==> src/rtl/mul_div_unit_pkg.sv <==
// Shared encodings for the multiply/divide unit: operation codes and FSM states.
// Also consumed by the control unit so both sides agree on the op field.
package mul_div_unit_pkg;

    localparam logic [1:0] MD_MULT  = 2'b00;
    localparam logic [1:0] MD_MULTU = 2'b01;
    localparam logic [1:0] MD_DIV   = 2'b10;
    localparam logic [1:0] MD_DIVU  = 2'b11;

    typedef enum logic [1:0] {
        S_IDLE   = 2'b00,
        S_MUL    = 2'b01,
        S_DIV    = 2'b10,
        S_FINISH = 2'b11
    } state_e;

    // MULT and DIV are the signed variants (op[0] clear).
    function automatic logic op_is_signed(input logic [1:0] op);
        return ~op[0];
    endfunction

endpackage

==> src/rtl/mul_div_unit_datapath.sv <==
// Iterative shift-add multiplier / restoring divider on unsigned magnitudes.
// MULDIV_EARLY_TERM_EN: multiply finishes once the remaining multiplier is zero.
module mul_div_unit_datapath
    import mul_div_unit_pkg::*;
#(
    parameter int WIDTH = 32
) (
    input  logic                 clk,
    input  logic                 rst_n,
    input  logic                 load,
    input  logic                 step,
    input  logic                 is_mul,
    input  logic [WIDTH-1:0]     mag_a,
    input  logic [WIDTH-1:0]     mag_b,
    output logic                 last,
    output logic [2*WIDTH-1:0]   acc_o,
    output logic [WIDTH-1:0]     shr_o
);

    localparam int CW = $clog2(WIDTH);

    // acc: product (mul) or remainder in the low half (div).
    // opnd: shifted multiplicand (mul) or divisor (div).
    // shr: multiplier shifting right (mul) or dividend/quotient shifting left (div).
    logic [2*WIDTH-1:0] acc_q, acc_d;
    logic [2*WIDTH-1:0] opnd_q, opnd_d;
    logic [WIDTH-1:0]   shr_q, shr_d;
    logic [CW-1:0]      cnt_q, cnt_d;
    logic [WIDTH:0]     partial;
    logic [WIDTH-1:0]   sub;
    logic               ge;

    always_comb begin
        partial = {acc_q[WIDTH-1:0], shr_q[WIDTH-1]};
        ge      = (partial >= {1'b0, opnd_q[WIDTH-1:0]});
        sub     = partial[WIDTH-1:0] - opnd_q[WIDTH-1:0];
        acc_d   = acc_q;
        opnd_d  = opnd_q;
        shr_d   = shr_q;
        cnt_d   = cnt_q;
        if (load) begin
            acc_d = '0;
            cnt_d = '0;
            if (is_mul) begin
                opnd_d = {{WIDTH{1'b0}}, mag_a};
                shr_d  = mag_b;
            end else begin
                opnd_d = {{WIDTH{1'b0}}, mag_b};
                shr_d  = mag_a;
            end
        end else if (step) begin
            cnt_d = cnt_q + 1'b1;
            if (is_mul) begin
                if (shr_q[0]) begin
                    acc_d = acc_q + opnd_q;
                end
                opnd_d = {opnd_q[2*WIDTH-2:0], 1'b0};
                shr_d  = {1'b0, shr_q[WIDTH-1:1]};
            end else if (ge) begin
                acc_d = {{WIDTH{1'b0}}, sub};
                shr_d = {shr_q[WIDTH-2:0], 1'b1};
            end else begin
                acc_d = {{WIDTH{1'b0}}, partial[WIDTH-1:0]};
                shr_d = {shr_q[WIDTH-2:0], 1'b0};
            end
        end
    end

`ifdef MULDIV_EARLY_TERM_EN
    // Once no multiplier bits remain, later iterations would add nothing.
    assign last = (cnt_q == CW'(WIDTH - 1)) || (is_mul && (shr_q[WIDTH-1:1] == '0));
`else
    assign last = (cnt_q == CW'(WIDTH - 1));
`endif

    always_ff @(posedge clk or negedge rst_n) begin
        if (!rst_n) begin
            acc_q  <= '0;
            opnd_q <= '0;
            shr_q  <= '0;
            cnt_q  <= '0;
        end else begin
            acc_q  <= acc_d;
            opnd_q <= opnd_d;
            shr_q  <= shr_d;
            cnt_q  <= cnt_d;
        end
    end

    assign acc_o = acc_q;
    assign shr_o = shr_q;

endmodule

==> src/rtl/mul_div_unit.sv <==
// MIPS multiply/divide unit: FSM, sign handling and the architectural HI/LO registers.
// Optional MULDIV_EARLY_TERM_EN shortens multiplies (handled in the datapath).
module mul_div_unit
    import mul_div_unit_pkg::*;
#(
    parameter int WIDTH = 32
) (
    input  logic             clk,
    input  logic             rst_n,
    input  logic             start,
    input  logic [1:0]       op,
    input  logic [WIDTH-1:0] src_a,
    input  logic [WIDTH-1:0] src_b,
    input  logic             hi_we,
    input  logic             lo_we,
    input  logic [WIDTH-1:0] wdata,
    output logic             busy,
    output logic             done,
    output logic [WIDTH-1:0] hi,
    output logic [WIDTH-1:0] lo
);

    state_e             state_q, state_d;
    logic [1:0]         op_q;
    logic               neg_a_q, neg_b_q, div0_q, done_q;
    logic [WIDTH-1:0]   hi_q, lo_q;
    logic               start_ok, a_neg, b_neg, dp_load, dp_step, dp_is_mul, dp_last;
    logic [WIDTH-1:0]   mag_a, mag_b, dp_shr, quo_res, rem_res;
    logic [2*WIDTH-1:0] dp_acc, mul_res;

    assign start_ok  = (state_q == S_IDLE) && start;
    assign a_neg     = op_is_signed(op) && src_a[WIDTH-1];
    assign b_neg     = op_is_signed(op) && src_b[WIDTH-1];
    assign mag_a     = a_neg ? -src_a : src_a;
    assign mag_b     = b_neg ? -src_b : src_b;
    assign dp_is_mul = (state_q == S_IDLE) ? ~op[1] : (state_q == S_MUL);

    always_comb begin
        state_d = state_q;
        dp_load = 1'b0;
        dp_step = 1'b0;
        case (state_q)
            S_IDLE: begin
                if (start) begin
                    dp_load = 1'b1;
                    state_d = op[1] ? S_DIV : S_MUL;
                end
            end
            S_MUL, S_DIV: begin
                dp_step = 1'b1;
                if (dp_last) begin
                    state_d = S_FINISH;
                end
            end
            default: state_d = S_IDLE;
        endcase
    end

    mul_div_unit_datapath #(.WIDTH(WIDTH)) u_datapath (
        .clk    (clk),
        .rst_n  (rst_n),
        .load   (dp_load),
        .step   (dp_step),
        .is_mul (dp_is_mul),
        .mag_a  (mag_a),
        .mag_b  (mag_b),
        .last   (dp_last),
        .acc_o  (dp_acc),
        .shr_o  (dp_shr)
    );

    // Divide by zero keeps the all-ones quotient; the remainder fix-up restores src_a.
    assign mul_res = ((op_q == MD_MULT) && (neg_a_q ^ neg_b_q)) ? -dp_acc : dp_acc;
    assign quo_res = ((op_q == MD_DIV) && (neg_a_q ^ neg_b_q) && !div0_q) ? -dp_shr : dp_shr;
    assign rem_res = ((op_q == MD_DIV) && neg_a_q) ? -dp_acc[WIDTH-1:0] : dp_acc[WIDTH-1:0];

    always_ff @(posedge clk or negedge rst_n) begin
        if (!rst_n) begin
            state_q <= S_IDLE;
            op_q    <= MD_MULT;
            neg_a_q <= 1'b0;
            neg_b_q <= 1'b0;
            div0_q  <= 1'b0;
            done_q  <= 1'b0;
            hi_q    <= '0;
            lo_q    <= '0;
        end else begin
            state_q <= state_d;
            done_q  <= (state_q == S_FINISH);
            if (start_ok) begin
                op_q    <= op;
                neg_a_q <= a_neg;
                neg_b_q <= b_neg;
                div0_q  <= (src_b == '0);
            end
            if (state_q == S_FINISH) begin
                if (op_q[1]) begin
                    hi_q <= rem_res;
                    lo_q <= quo_res;
                end else begin
                    {hi_q, lo_q} <= mul_res;
                end
            end else if ((state_q == S_IDLE) && !start) begin
                if (hi_we) hi_q <= wdata;
                if (lo_we) lo_q <= wdata;
            end
        end
    end

    assign busy = (state_q != S_IDLE);
    assign done = done_q;
    assign hi   = hi_q;
    assign lo   = lo_q;

endmodule

==> config.mk <==
export PLATFORM = sky130hd
export DESIGN_NAME = mul_div_unit
export DESIGN_NICKNAME = d
export VERILOG_FILES = /design/src/rtl/mul_div_unit_pkg.sv /design/src/rtl/mul_div_unit_datapath.sv /design/src/rtl/mul_div_unit.sv
export SDC_FILE = /design/constraint.sdc
export NUM_CORES = 1
export LEC_CHECK = 0
export CORE_MARGIN = 2
export CORE_UTILIZATION = 50
export DETAILED_ROUTE_END_ITERATION = 6
export PLACE_DENSITY = 0.7
export SLEW_MARGIN = 30
export SYNTH_ARGS = -nofsm -noshare
export SYNTH_HDL_FRONTEND = slang
export SYNTH_SLANG_ARGS = --single-unit
==> constraint.sdc <==
create_clock -name clk -period 5 [get_ports clk]
set_clock_uncertainty 0.2 [all_clocks]
set_input_delay 0.75 -clock clk [delete_from_list [all_inputs] [get_ports clk]]
set_output_delay 0.75 -clock clk [all_outputs]
set_load 0.03 [all_outputs]
=== After elaboration in Yosys (flattened, before gate mapping) ===
Index checks and enable logic that the tools add are counted.

* Bits in registers: 237
* Input port bits: 103
* Output and inout bits: 66
* Logic and storage cells: 94

* $add $sub $neg: 8
* Bitwise logic cells: 3
* Reduce and logical (&&, ||, !) cells: 25
* Multiplexer cells: 37
* Equality and inequality tests: 8
* Order comparisons: 1

{| class="wikitable"
|+ Operators by type and width
! operator !! count
|-
| $mux 32 || 18
|-
| $mux 64 || 8
|-
| $neg 32->32 || 4
|-
| $add 64x64->64 || 1
|-
| $neg 64->64 || 1
|-
| $ge 33x32->1 || 1
|-
| $logic_not 32->1 || 1
|-
| $sub 32x32->32 || 1
|-
| $reduce_bool 2->1 || 6
|-
| $mux 5 || 2
|-
| $reduce_and 2->1 || 5
|-
| $logic_and 1x1->1 || 8
|-
| $eq 2x2->1 const B || 3
|-
| $mux 2 || 3
|-
| $add 5x1->5 const B || 1
|-
| $eq 5x5->1 const B || 1
|-
| $mux 1 || 5
|-
| $logic_not 2->1 || 2
|-
| $ne 2x2->1 const B || 2
|-
| $pmux 2 s2 || 1
|-
| $ne 3x2->1 const B || 1
|-
| $eq 2x1->1 const B || 1
|-
| $logic_not 1->1 || 2
|-
| $not 1->1 || 2
|-
| other kinds (2) || 2
|}

=== Logic depth before layout (Yosys ltp) ===
Gate-level depths: netlist (run 1).

* Word-level depth: 6
* Gate-level depth with buffers: 15
* Mapped depth without buffers: 15

=== Hierarchy ===
From an unflattened synthesis (run 1), not the netlist that was laid out.

* Cells, all modules: 2747
* Area total of the unflattened synthesis: 21602.0 um^2

{| class="wikitable"
|+ Modules (own cells, without submodules)
! module !! cells an instance !! area an instance (um^2) !! seq. area each (um^2) !! times used
|-
| mul_div_unit_datapath || 1683 || 13638.1 || 4129.0 || 1
|-
| mul_div_unit || 1064 || 7963.9 || 1801.7 || 1
|}

=== Worst setup path before layout (run 1) ===
Ideal clock, no wire load.

* Path kind: flip-flop to flip-flop
* Start point: register u_datapath.shr_q[31] (netlist: u_datapath.shr_o[31])
* End point: register u_datapath.acc_q[30] (netlist: u_datapath.acc_o[30])
* Path buffers: 0
* Library setup time: 0.122 ns
* Stages on the path, launching flop included: 16
* Period minus slack after synthesis: 3.805 ns
* Data arrival time: 3.483 ns
* Data required time: 4.678 ns
* Setup slack: 1.195 ns
* Path through: dfrtp_1 -> inv_1 -> ha_1 -> inv_1 -> fa_1 -> a21o_1 -> a21oi_1 -> o211ai_1 -> a31o_2 -> a21o_1 -> a221oi_1 -> o21bai_1 -> a221oi_1 -> o2111a_1 -> o21ai_0 -> a32o_1

* Cells in the longest elaborated chain, start to end: 5
* Elaborated cells on any way between the ends: 6
* Those cells by class: add/sub (1); order compare (1); mux (4)

{| class="wikitable"
|+ RTL lines
! item !! line !! source
|-
| start: declaration || mul_div_unit_datapath.sv:27 || <nowiki>logic [WIDTH-1:0] shr_q, shr_d;</nowiki>
|-
| start signal: assignment || mul_div_unit_datapath.sv:85 || <nowiki>shr_q <= shr_d;</nowiki>
|-
| $sub 32x32->32 / $ge 33x32->1 (equally long branches) || mul_div_unit_datapath.sv:36, mul_div_unit_datapath.sv:35 ||
|-
| $mux 32 (*) || mul_div_unit_datapath.sv:59 || <nowiki>end else if (ge) begin</nowiki>
|-
| $mux 64 (*) || mul_div_unit_datapath.sv:53 || <nowiki>if (is_mul) begin</nowiki>
|-
| $mux 64 (*) || mul_div_unit_datapath.sv:51 || <nowiki>end else if (step) begin</nowiki>
|-
| $mux 64 (*) || mul_div_unit_datapath.sv:41 || <nowiki>if (load) begin</nowiki>
|-
| end signal: assignment || mul_div_unit_datapath.sv:78 || <nowiki>acc_q <= '0;</nowiki>
|-
| end signal: assignment || mul_div_unit_datapath.sv:83 || <nowiki>acc_q <= acc_d;</nowiki>
|-
| end: declaration || mul_div_unit_datapath.sv:25 || <nowiki>logic [2*WIDTH-1:0] acc_q, acc_d;</nowiki>
|}

Mark *: on every way between the ends. The rest lies on a longest branch, timed or not. The select of a mux whose other input is x is not followed.
A chain may end at the register's enable or synchronous reset.

=== Worst setup path after layout (run 1) ===
* Start point: register u_datapath.acc_q[3] (netlist: u_datapath.acc_o[3])
* End point: register u_datapath.acc_q[61] (netlist: u_datapath.acc_o[61])

* Cells in the longest elaborated chain, start to end: 5

{| class="wikitable"
|+ RTL lines
! item !! line !! source
|-
| $add 64x64->64 || mul_div_unit_datapath.sv:55 || <nowiki>acc_d = acc_q + opnd_q;</nowiki>
|-
| $mux 64 || mul_div_unit_datapath.sv:54 || <nowiki>if (shr_q[0]) begin</nowiki>
|-
| $mux 64 || mul_div_unit_datapath.sv:53 ||
|-
| $mux 64 || mul_div_unit_datapath.sv:51 ||
|-
| $mux 64 || mul_div_unit_datapath.sv:41 ||
|}

Every way passes these cells. The select of a mux whose other input is x is not followed.

==> out/metrics.cfg, run 1 <==
[place]
hpwl_um=59310
numPortBuffers=168
place.gp.congestion=1.004

[logic_synthesis]
avgSynthCellArea_um2=7.767
synth_top_area_frac=0.2809
syn_area_um2=21110
yosysWarnings=0
synth_nets=2927
synthDistinctLibCells=71
ys_ff_latch=237
ys_async_sr_fraction=1.000
yosys.area.top_type=dfrtp_1
ys_top_cells_by_area=dfrtp_1 28%, nand2_1 6.7%, o21ai_0 6.7%, ha_1 6.2%, xor2_1 5.4%
synth-edff-count=0
synth-seq-area-share=0.2809
netlist_instances=2718
synthFlopType=dfrtp_1

[clocking]
cts_buffers=29
htreeDepth=1
clockRootBuffer=clkbuf_16
clock-sinks=237
clk_path_buf_depth=3
cts.clk_slew.worst_paths_ns=0.06
cts_tree=done
clk_latency_ns=0.59

[drt]
first_pass_iters=6
drc=0
routed_via_density=6.324
routed_wl_um=76480
routedWlPerCell_um=22.87
drt_iter0_drc=2132
detail-route-antenna-nets=0
dr_total_vias=21150

[timing]
slew_viol_final=0
worst_pin_slew_ns=0.8842
fin_setup_tns_ns=0
max_clock_freq_mhz=213.9
timing.final.crit_share=0.9348
hold_viol_final=0
finalCriticalPeriod_ns=4.674
maxSlewHeadroom=0.4060
finalSetupViolations=0
rsz0062_at_grt=false

[global_route]
gr-total-overflow=0
grt_pass1_wl_um=117500
grtUsageTotal=0.3427
grt_pass1_vias=19580
antenna_found_initial=1
grt_max_degree=126

[finish]
final_cell_mix=379 x nand2_1, 283 x o21ai_0, 236 x dfrtp_1, 204 x a21oi_1, 167 x clkdlybuf4s50_1
fin_util=0.5842
fillers=3803
drive_gt1_frac=0.05455
final_nets=2992
mostFrequentLayoutCell=nand2_1
syn2layout_area_growth_pct=15.82
diodes=0

[setup_path]
critPathMaxStageDelay_ns=0.76
rrSetupSlack_ns=0.33
cp-end-kind=flip-flop
crit_family=compound AO/OA/AOI/OAI gates
path_cells=ha_1 -> o21ai_0 -> o21ai_0 -> a2111oi_1 -> buf_4 -> or4b_2 -> a2111oi_0 -> o2111a_1 -> o21ai_1 -> nor4_1 -> o21ai_0 -> a32o_1
crit_arrival_ns=4.95
crit_path_frequent_cell=o21ai_0
crit_required_ns=5.28
r2r-start=u_datapath.acc_o[3]
cp_num_buf_inv=1
slowest_stage=a2111oi_0
path_max_fanout=9
startpoint=u_datapath.acc_o[3]
crit_path_start_kind=flip-flop
path_class=flip-flop to flip-flop

[floorplan]
fp.dieW_um=209.5
core_area_um2=41850
num_rows=75
start_util=0.5044
die_h_um=209.5
ios=169
die_area_um2=43880

[power]
seqPwrFrac=0.193
swShare=0.5273
clkPwrFrac=0.123
p_int_mw=9.112
power_mw=19.28
peakVddDrop_mv=0.5097
leakagePower_nw=11.04
p_switching_mw=10.17
powerDensity_nw_per_um2=788.4
power_frac_comb=0.684

[outcome]
status=completed

[run]
cap_violations=0

[min_path]
min-delay-start=neg_b_q
min_path_type=flip-flop to flip-flop

==> sequential cells by signal, indices dropped and copies added (netlist names) <==
name / flops
u_datapath.opnd_q: 64
state_q: 2
neg_a_q: 1
done: 1
u_datapath.shr_o: 32
op_q: 2
u_datapath.acc_o: 64
u_datapath.cnt_q: 5
div0_q: 1
neg_b_q: 1
lo: 32
hi: 32
==> worst min-delay path, cell delays in order, from the launching register on <==
cell and delay, ns:
dfrtp_1 0.37, nand2_1 0.05, o21ai_0 0.06
==> cell usage after synthesis (9+ instances only) <==
cell type	count
nand2_1	379
o21ai_0	283
dfrtp_1	237
a21oi_1	205
clkbuf_1	154
nor2_1	149
xor2_1	131
xnor2_1	128
ha_1	104
nand3_1	101
mux2i_1	98
inv_1	84
a21o_1	80
o211ai_1	69
nor3_1	49
a22o_1	42
or3_1	34
buf_1	30
nand4_1	29
o31ai_1	24
a211oi_1	21
o21bai_1	21
a31oi_1	19
nor4_1	19
and3_1	18
o22ai_1	17
mux2_2	16
a22oi_1	14
nor2b_1	13
o21a_1	13
nand2b_1	12
and2_1	11
o41ai_1	10
or4_1	9
==> cells by family (layout without fill, tap and decap cells) <==
logic type / after synthesis / after routing / share of synthesized area
AOI/OAI and AO/OA: 878 / 878 / 0.2597
xor gates and xnor gates: 259 / 259 / 0.1074
adders and majority gates: 106 / 106 / 0.06353
buffers and inverters: 272 / 359 / 0.04860
DFF: 237 / 237 / 0.2809
muxes: 114 / 114 / 0.05500
and+or+nand+nor: 852 / 852 / 0.1848
==> metrics by stage <==
stage	cells	setup slack, ns	instance area (um^2)	hold slack [ns]
finish	3344	0.3259	24450	0.3169
floorplan	2718	1.195	21110	0.2544
global route	3344	0.04796	24450	0.3346
global placement	3288	0.4598	23310	0.3077
detailed placement	3288	0.4044	23310	0.3151
CTS	3341	0.3722	24380	0.1030
==> power groups by stage <==
stage	Clock (mW)	Sequential, mW	Combinational, mW
final	2.37	3.71	13.2
after global routing	2.48	3.79	14.3
after CTS	2.40	3.67	12.9
after detailed placement	0	3.71	12.8
after global placement	0	3.67	12.7
after floorplan	0	3.76	8.60
==> cell type report <==
class | instances | area (um^2) | share of cell area
flip-flops and latches | 237 | 5932 | 0.2426
clock inverters | 14 | 237.7 | 0.009723
multi-input cells | 2209 | 14230 | 0.5821
well taps | 539 | 674.4 | 0.02758
inverters | 84 | 315.3 | 0.01290
clock buffers | 39 | 833.3 | 0.03408
repair buffers | 222 | 2226 | 0.09103
==> worst paths after layout <==
check	to	cells past startpoint
min in group asynchronous	u_datapath.cnt_q[4]	2
max in group asynchronous	u_datapath.acc_o[42]	4
min reg2reg	neg_b_q	2
max reg2reg	u_datapath.acc_o[61]	12
max	u_datapath.acc_o[61]	12
min	neg_b_q	2
==> metal layers <==
layer  vias up  track usage  wire [um]
li1       9914            -          -
met1     10220       0.5010      34410
met2       904       0.5251      33080
met3       105      0.06180       7016
met4         0      0.08413       1982
met5         -            0          0
==> timing repair <==
| action | in CTS | in global routing |
|---|---|---|
| setup buffers | 0 | 0 |
| hold endpoints to repair | 0 | 42 |
| hold buffers | 0 | 1 |
| gates resized for setup | 0 | 0 |
Note: power is estimated with default switching activity, not from simulation.
==> run 2, diff against run 1 <==
--- a/config.mk
+++ b/config.mk
@@ -9,6 +9,7 @@
 export CORE_UTILIZATION = 50
 export DETAILED_ROUTE_END_ITERATION = 6
 export PLACE_DENSITY = 0.7
+export SKIP_LAST_GASP = 1
 export SLEW_MARGIN = 30
 export SYNTH_ARGS = -nofsm -noshare
 export SYNTH_HDL_FRONTEND = slang
==> results of run 2 <==
The final DEF is identical to that of run 1; final timing and power are the same.
==> run 3, diff against run 2 <==
--- a/config.mk
+++ b/config.mk
@@ -13,4 +13,5 @@
 export SLEW_MARGIN = 30
 export SYNTH_ARGS = -nofsm -noshare
 export SYNTH_HDL_FRONTEND = slang
+export SYNTH_HIERARCHICAL = 1
 export SYNTH_SLANG_ARGS = --single-unit
==> run 3 against run 2 <==
Sequential share of layout area fell by 0.44 points. Global-route usage rose by 1.8 points. Sequential cell count did not move. Critical path depth rose by 1. Worst hold slack improved by 0.021 ns. Die area rose by 2.3%. Final cell count rose by 3.0%. Register-to-register slack improved by 0.29 ns. Count of clock-buffer cells in the layout fell by 3. Synthesized cell count rose by 1.1%. Largest cell class unchanged. Largest power group unchanged.
==> out/metrics.cfg, run 3 <==
[clocking]
cts_tree=done
postCtsSetupRepairBufs=0  ; unchanged
cts_buffers=29  ; unchanged
clk_latency_ns=0.59  ; about the same
cts.clk_slew.worst_paths_ns=0.06  ; about the same
clock-sinks=237  ; unchanged
clockRootBuffer=clkbuf_16
htreeDepth=1  ; unchanged
clk_path_buf_depth=3  ; unchanged
cts_resized=0  ; unchanged

[timing]
hold_viol_final=0  ; unchanged
finalCriticalPeriod_ns=4.387  ; -0.2871 ns
whs_ns=0.3378  ; +0.02085 ns
max_clock_freq_mhz=227.9  ; +6.5%
fin_setup_tns_ns=0  ; unchanged
maxSlewHeadroom=0.3330  ; -0.07299
finalSetupViolations=0  ; unchanged
timing.final.crit_share=0.8774  ; -0.05741
slew_viol_final=0  ; unchanged
worst_pin_slew_ns=1.000  ; +0.1163 ns
rsz0062_at_grt=false

[drt]
detail-route-antenna-nets=0  ; unchanged
first_pass_iters=6  ; unchanged
routed_via_density=6.382  ; +0.91%
dr_total_vias=21990  ; +4.0%
drc=0  ; unchanged
routed_wl_um=81740  ; +6.9%
routedWlPerCell_um=23.73  ; +3.7%
drt_iter0_drc=2178  ; +2.2%

[logic_synthesis]
synthFlopType=dfrtp_1
avgSynthCellArea_um2=7.864  ; +1.2%
ys_ff_latch=237  ; unchanged
synth-seq-area-share=0.2745  ; -0.006378
yosys.area.top_type=dfrtp_1
yosysWarnings=6  ; +6
synth_nets=2956  ; +0.99%
synth-edff-count=0  ; unchanged
syn_area_um2=21600  ; +2.3%
netlist_instances=2747  ; +1.1%
synth_top_area_frac=0.2745  ; -0.006378
ys_async_sr_fraction=1.000  ; unchanged
synth_common_cells=300 x a21oi_1, 296 x nand2_1, 256 x nor2_1, 237 x dfrtp_1, 165 x o21ai_0
ys_top_cells_by_area=dfrtp_1 27%, a21oi_1 7.0%, ha_1 6.0%, mux2i_1 6.0%, xnor2_1 5.3%
yosysMostFrequentCell=a21oi_1
synthDistinctLibCells=95  ; +34%

[place]
place.gp.congestion=0.9845  ; -1.9%
placed_cells=3390  ; +3.1%
hpwl_um=63050  ; +6.3%
numPortBuffers=168  ; unchanged
dpl-instance-area_um2=23840  ; +2.3%

[floorplan]
ios=169  ; unchanged
start_util=0.5037  ; -0.0007193
num_rows=76  ; +1.3%
fp.dieW_um=211.9  ; +1.1%
die_area_um2=44880  ; +2.3%
core_area_um2=42890  ; +2.5%
die_h_um=211.9  ; +1.1%

[finish]
mostFrequentLayoutCell=a21oi_1
diodes=0  ; unchanged
finalNonFillerCells=3445  ; +3.0%
syn2layout_area_growth_pct=15.24
final_area_um2=24900  ; +1.8%
final_cell_mix=300 x a21oi_1, 294 x nand2_1, 254 x nor2_1, 237 x dfrtp_1, 167 x clkdlybuf4s50_1
final_nets=3046  ; +1.8%
drive_gt1_frac=0.06154  ; +0.006993

[power]
powerDensity_nw_per_um2=740.3  ; -6.1%
power_mw=18.43  ; -4.4%
p_int_mw=8.691  ; -4.6%
leakagePower_nw=10.76  ; -2.5%
seqPwrFrac=0.204  ; +0.011
swShare=0.5284  ; +0.001088
power_frac_comb=0.669  ; -0.015
clkPwrFrac=0.126  ; +0.003
p_switching_mw=9.739  ; -4.2%
peakVddDrop_mv=0.4322  ; -15%

[global_route]
grt_pass1_wl_um=123700  ; +5.2%
antenna_found_initial=1  ; unchanged
grtUsageTotal=0.3606  ; +0.01787
grt_pass1_vias=20570  ; +5.1%
gr-total-overflow=0  ; unchanged
grt_max_degree=88  ; -30%

[run]
cap_violations=0  ; unchanged

[setup_path]
crit_path_start_kind=flip-flop
crit_required_ns=5.28  ; about the same
cp-end-kind=flip-flop
path_class=flip-flop to flip-flop
crit_arrival_ns=4.67  ; -0.28 ns
path_max_fanout=10  ; +1

[min_path]
min_path_type=flip-flop to flip-flop

[outcome]
status=completed

==> run 3: cell types whose count changed after synthesis, moves of 31 or more <==
| cell | delta |
|---|---|
| o21ai_0 | -118 |
| nor2_1 | +107 |
| a21oi_1 | +95 |
| nand2_1 | -83 |
| nand3_1 | -69 |
| o211ai_1 | -59 |
| a211oi_1 | +48 |
| a22o_1 | -38 |
| a31oi_1 | +34 |
| mux2i_1 | +31 |
==> run 3: metrics by stage <==
| stage | setup WS, ns | util |
|---|---|---|
| detailed placement | 0.7923 | 0.5559 |
| global route | 0.5030 | 0.5805 |
| CTS | 0.7694 | 0.5804 |
| floorplan | 1.545 | - |
| finish | 0.6129 | 0.5805 |
| global placement | 0.8543 | 0.5558 |
==> run 3: logic make-up after synthesis <==
kind of cell | Yosys count | share of synthesized area
AOI/OAI and AO/OA | 898 | 0.2631
and+or+nand+nor | 858 | 0.1865
buffers and inverters | 259 | 0.04668
xor gates and xnor gates | 244 | 0.09893
DFF | 237 | 0.2745
muxes | 145 | 0.06811
adders and majority gates | 106 | 0.06209
==> run 3: metal layers <==
| layer | vias to the layer above | track usage | wire length, um |
|---|---|---|---|
| met3 | 135 | 0.07165 | 7596 |
| met4 | 0 | 0.1445 | 3478 |
| met5 | - | 0 | 0 |
| li1 | 10200 | - | - |
| met2 | 1022 | 0.5245 | 33800 |
| met1 | 10630 | 0.5216 | 36870 |
==> run 3: power by group through the flow <==
stage	Sequential, mW	Clock, mW	Combinational, mW
4_1_cts	3.70	2.35	12.1
3_5_place_dp	3.74	0	12.0
2_1_floorplan	3.78	0	8.09
3_3_place_gp	3.71	0	11.9
5_1_grt	3.83	2.43	13.3
6_report	3.77	2.33	12.3
==> run 3: worst paths after layout <==
path	start	endpoint	slack [ns]	depth (start not counted)
max in group asynchronous	rst_n	u_datapath/opnd_q[1]	3.04	3
worst min-delay path	u_datapath/cnt_q[4]	u_datapath/cnt_q[4]	0.34	2
worst max-delay path	u_datapath/acc_o[0]	u_datapath/acc_o[42]	0.61	13
worst min register to register	u_datapath/cnt_q[4]	u_datapath/cnt_q[4]	0.34	2
worst max register to register	u_datapath/acc_o[0]	u_datapath/acc_o[42]	0.61	13
min in group asynchronous	rst_n	u_datapath/cnt_q[2]	0.54	2
==> run 3: worst max-delay path: stages, from the launching register on <==
cell      delay, ns
dfrtp_1        0.51
ha_1           0.28
inv_1          0.07
fa_1           0.18
nand2b_1       0.18
a21oi_1        0.09
o21ai_0        0.32
o31ai_1        0.16
a31oi_1        0.65
o21ai_1        0.37
a32oi_2        0.47
nor2_1         0.12
or4_1          0.42
a32o_1         0.26
==> run 3: what timing repair did <==
item | CTS | global route
endpoints found under the hold margin | 57 | 0
hold buffers | 1 | 0
endpoints found under the setup margin | 0 | 0
==> run 3: area by class of cell <==
class	instances	area (um^2)
clock buffers	36	802.0
clock inverters	18	240.2
fillers	4000	17990
inverters	91	344.1
multi-input cells	2251	14700
flip-flops and latches	237	5931
well taps	585	732.0
repair buffers	227	2145
